## src/rtl/logic_pipe_unit.sv

```systemverilog
// -----------------------------------------------------------------------------
// logic_pipe_unit
// Two-stage valid/ready pipeline that applies a bitwise logic function to two
// operands and also reports a zero flag and the parity of the result. It keeps
// a saturating count of the accepted input operations.
//
// Ports
//   clk        single clock, rising edge
//   rst        asynchronous active-high reset
//   in_valid   source presents an operation
//   in_ready   unit accepts an operation this cycle (combinational)
//   a, b       operands (WIDTH bits)
//   op         0 OR, 1 AND, 2 NOR, 3 NAND, 4 NOT a, 5 XOR, 6 XNOR, 7 BUFFER a
//   out_valid  result valid
//   out_ready  sink accepts the result
//   y          bitwise result (WIDTH bits)
//   zero       y is all zeros
//   parity     XOR-reduction of y
//   clr_cnt    synchronous clear of txn_cnt (wins over increment)
//   txn_cnt    saturating count of accepted operations (CNT_W bits)
// -----------------------------------------------------------------------------
module logic_pipe_unit #(
  parameter int WIDTH = 8,
  parameter int CNT_W = 16
) (
  input  logic             clk,
  input  logic             rst,
  input  logic             in_valid,
  output logic             in_ready,
  input  logic [WIDTH-1:0] a,
  input  logic [WIDTH-1:0] b,
  input  logic [2:0]       op,
  output logic             out_valid,
  input  logic             out_ready,
  output logic [WIDTH-1:0] y,
  output logic             zero,
  output logic             parity,
  input  logic             clr_cnt,
  output logic [CNT_W-1:0] txn_cnt
);

  // Stage 1: captured operands
  logic             s1_valid_reg;
  logic [WIDTH-1:0] s1_a_reg;
  logic [WIDTH-1:0] s1_b_reg;
  logic [2:0]       s1_op_reg;

  // Stage 2: result and flags
  logic             s2_valid_reg;
  logic [WIDTH-1:0] y_reg;
  logic             zero_reg;
  logic             parity_reg;

  logic [CNT_W-1:0] cnt_reg;

  logic [WIDTH-1:0] y_next;
  logic             s2_load;
  logic             accept;

  // S2 takes S1's result when it is empty or its current result leaves now.
  assign s2_load  = s1_valid_reg && (!s2_valid_reg || out_ready);
  // S1 can take a new operation when it is empty or draining into S2.
  assign in_ready = !s1_valid_reg || s2_load;
  assign accept   = in_valid && in_ready;

  // Per-bit function evaluation from the stage 1 registers.
  generate
    for (genvar gi = 0; gi < WIDTH; gi++) begin : g_bit
      always_comb begin
        y_next[gi] = 1'b0;
        case (s1_op_reg)
          3'd0:    y_next[gi] = s1_a_reg[gi] | s1_b_reg[gi];
          3'd1:    y_next[gi] = s1_a_reg[gi] & s1_b_reg[gi];
          3'd2:    y_next[gi] = ~(s1_a_reg[gi] | s1_b_reg[gi]);
          3'd3:    y_next[gi] = ~(s1_a_reg[gi] & s1_b_reg[gi]);
          3'd4:    y_next[gi] = ~s1_a_reg[gi];
          3'd5:    y_next[gi] = s1_a_reg[gi] ^ s1_b_reg[gi];
          3'd6:    y_next[gi] = ~(s1_a_reg[gi] ^ s1_b_reg[gi]);
          default: y_next[gi] = s1_a_reg[gi];
        endcase
      end
    end
  endgenerate

  always_ff @(posedge clk or posedge rst) begin
    if (rst) begin
      s1_valid_reg <= 1'b0;
      s1_a_reg     <= '0;
      s1_b_reg     <= '0;
      s1_op_reg    <= '0;
    end else if (accept) begin
      s1_valid_reg <= 1'b1;
      s1_a_reg     <= a;
      s1_b_reg     <= b;
      s1_op_reg    <= op;
    end else if (s2_load) begin
      s1_valid_reg <= 1'b0;
    end
  end

  always_ff @(posedge clk or posedge rst) begin
    if (rst) begin
      s2_valid_reg <= 1'b0;
      y_reg        <= '0;
      zero_reg     <= 1'b0;
      parity_reg   <= 1'b0;
    end else if (s2_load) begin
      s2_valid_reg <= 1'b1;
      y_reg        <= y_next;
      zero_reg     <= ~|y_next;
      parity_reg   <= ^y_next;
    end else if (out_ready) begin
      // Result consumed with nothing behind it; data registers hold.
      s2_valid_reg <= 1'b0;
    end
  end

  always_ff @(posedge clk or posedge rst) begin
    if (rst) begin
      cnt_reg <= '0;
    end else if (clr_cnt) begin
      cnt_reg <= '0;
    end else if (accept && (cnt_reg != {CNT_W{1'b1}})) begin
      cnt_reg <= cnt_reg + 1'b1;
    end
  end

  assign out_valid = s2_valid_reg;
  assign y         = y_reg;
  assign zero      = zero_reg;
  assign parity    = parity_reg;
  assign txn_cnt   = cnt_reg;

endmodule

```

## config.mk

```make
export PLATFORM = sky130hd
export DESIGN_NAME = logic_pipe_unit
export DESIGN_NICKNAME = d
export VERILOG_FILES = /design/src/rtl/logic_pipe_unit.sv
export SDC_FILE = /design/constraint.sdc
export NUM_CORES = 1
export LEC_CHECK = 0
export CORE_MARGIN = 2
export CORE_UTILIZATION = 55
export CTS_BUF_LIST = sky130_fd_sc_hd__clkbuf_8
export DETAILED_ROUTE_END_ITERATION = 7
export PLACE_DENSITY = 0.93
export SYNTH_ARGS = -nofsm -noshare
export SYNTH_HDL_FRONTEND = slang
export SYNTH_SLANG_ARGS = --single-unit
```

## constraint.sdc

```tcl
create_clock -name clk -period 3 [get_ports clk]
set_input_delay 0.9 -clock clk [delete_from_list [all_inputs] [get_ports clk]]
set_output_delay 0.9 -clock clk [all_outputs]
set_load 0.02 [all_outputs]
```

==> results_dict.tcl <==
set metrics [dict create \
    status "completed" \
    io_pins 52 \
    cts.clk_slew.worst_paths_ns 0.08 \
    netlist_area_um2 2970 \
    cts_max_level 2 \
    p_leak_nw 1.51 \
    clock_sinks 47 \
    hp-class "flip-flop to flip-flop" \
    clock_latency_ns 0.30 \
    sequentialPowerShare 0.423 \
    drcViolationCount 0 \
    final_max_slew_viol_count 0 \
    p_per_area_nw_per_um2 525 \
    place_area_um2 3530 \
    finalHoldViolCount 0 \
    hpwl_mm 4.30 \
    die_area_um2 6010 \
    design_area_um2 3610 \
    numCtsBuffers 5 \
    clock_skew_ns 0.00822 \
    drive_above_1_share 0.145 \
    netlist.top_cell.by_area "dfrtp_1" \
    dpl_worst_slack_ns 0.0110 \
    cts_tree "done" \
    wire_per_inst_um 14.7 \
    grt_pass1_wl_mm 10.0 \
    nets 378 \
    swShare 0.336 \
    clockPowerShare 0.182 \
    synth-seq-area-share 0.395 \
    cts_setup_buffers 0 \
    synthFlopType "dfrtp_1" \
    grt_max_degree 48 \
    ctsLongestPathBuffers 2 \
    initial_core_util 0.575 \
    relSlewSlack 0.571 \
    die_x_um 77.5 \
    grt_use_total 0.209 \
    cts_root_buf "clkbuf_8" \
    p_int_mw 1.26 \
    ir_worst_vdd_v 0.000308 \
    vias_per_cell 5.57 \
    async_flop_share 1.00 \
    antenna_left 0 \
    crit_type "primary input to output pin" \
    first_pass_iters 4 \
    syn-num-nets 329 \
    yosysWarningCount 0 \
    overflow 0 \
    vias 2241 \
    crit_path_end_kind "output pin" \
    fin_crit_ns 2.76 \
    synthTopCellsByArea "dfrtp_1 40%, ha_1 8.8%, mux2_2 7.6%" \
    gp_congestion 0.774 \
    setup_viol 0 \
    power_frac_comb 0.396 \
    rsz0062_at_grt "no" \
    cap_violations 0 \
    netlist.area_leader.share 0.395 \
    port_buffers 51 \
    timing.fmax_mhz 363 \
    coreArea_um2 5170 \
    num_antenna_cells 0 \
    start_kind "primary input" \
    largest_register_ff_count 16 \
    grt_pass1_vias 2114 \
    syn_inst 284 \
    routed_wl_mm 5.90 \
    syn_area_per_cell_um2 10.5 \
    crit_arrival_ns 1.86 \
    synthToLayoutAreaGrowth_pct 21.2 \
    dieHeight_um 77.5 \
    yosysUniqueCellTypes 43 \
    switchingPower_mw 0.637 \
    fin_ws_ns 0.245 \
    row_count 26 \
    cp_max_fo 2 \
    setup_tns_ns 0 \
    synth-edff-count 0 \
    antenna_found_initial 0 \
    cp_data_required_time_ns 2.10 \
    tightestPinTransition_ns 0.644 \
    ys_seq_elements 47 \
    drt_iter0_drc 151 \
    min_period_over_period 0.918 \
]
[path summary, 6_finish.rpt]
kind / start / endpoint / slack (ns) / depth (start not counted)
max in group asynchronous: rst / txn_cnt[0] / 1.52 / 3
hold reg to reg: y[7] / y[7] / 0.49 / 2
hold / removal: y[7] / y[7] / 0.49 / 2
setup / recovery: out_ready / in_ready / 0.24 / 3
setup reg to reg: s1_op_reg[1] / parity / 0.60 / 8
min in group asynchronous: rst / s1_valid_reg / 1.08 / 3
[power by group through the flow]
stage,logic (mW),clock network (mW),registers [mW]
after global routing,0.826,0.382,0.814
after floorplan,0.486,0,0.845
after CTS,0.756,0.356,0.800
final,0.750,0.344,0.801
after detailed placement,0.755,0,0.812
after global placement,0.720,0,0.804
[kinds of logic (layout without fill, tap and decap cells)]
group                    count (synthesis)  after routing  share of synthesized area
buffers and inverters                   35             83                     0.0530
AO/OA/AOI/OAI                           48             48                      0.115
AND/OR/NAND/NOR                         78             78                      0.157
XOR/XNOR                                26             26                     0.0766
flip-flops                              47             47                      0.395
adder cells (fa/ha/maj)                 21             21                     0.0883
multiplexers                            29             29                      0.114
[metal layers]
| metal | vias up | global-route usage | routed length, µm |
|---|---|---|---|
| li1 | 1077 | - | - |
| met1 | 1093 | 0.279 | 2560 |
| met2 | 60 | 0.350 | 3000 |
| met3 | 11 | 0.0337 | 243 |
| met4 | 0 | 0.0679 | 98 |
| met5 | - | 0 | 0 |
[cells in the final DEF, fill, tap and decap left out, types with 2 or more instances in the layout]
cell type,count
and4_1,2
o21ai_0,19
a21oi_1,5
dfrtp_1,47
ha_1,21
nand2b_1,10
mux2i_1,7
xnor2_1,24
clkbuf_8,5
clkdlybuf4s50_1,50
nand4_1,4
nand2_1,20
inv_1,20
nor3_1,2
mux2_2,20
mux4_2,2
buf_4,6
a211oi_1,9
nand3_1,5
nor4_2,2
xor2_1,2
a2111oi_4,2
nor4_1,2
nor2_1,20
o211ai_1,8
[repair_timing]
action,in CTS,in global routing
gates resized for setup,1,0
hold buffers,0,0
endpoints found under the setup margin,1,0
[critical path: stages]
cell	delay [ns]
clkdlybuf4s50_1	0.41
nand3b_2	0.22
dlygate4sd2_1	0.33
[final cells by class]
cell class	instances	area (µm²)
multi-input combinational	202	1640
fill	377	1570
sequential	47	1180
timing repair buffer	57	554
tap	70	87.6
inverter	20	75.1
clock buffer	5	68.8
clock inverter	1	3.75
[Yosys cell counts, drive strengths merged, types with 7 or more instances]
master  instances
dfrtp          47
inv            20
xnor2          24
nor2           21
nand2b         10
nand2          20
a211oi          9
o211ai          8
o21ai          19
mux2i           7
buf            11
ha             21
mux2           20
[per-stage QoR]
| step | hold WS (ns) | power [mW] | util | std cells |
|---|---|---|---|---|
| 6_report | 0.488 | 1.89 | 0.697 | 402 |
| 4_1_cts | 0.492 | 1.91 | 0.697 | 402 |
| 3_5_place_dp | 0.474 | 1.57 | 0.683 | 396 |
| 2_1_floorplan | 0.478 | 1.33 | - | 284 |
| 3_3_place_gp | 0.462 | 1.52 | 0.683 | 396 |
| 5_1_grt | 0.529 | 2.02 | 0.697 | 402 |
Note: power is estimated with default switching activity, not from simulation.
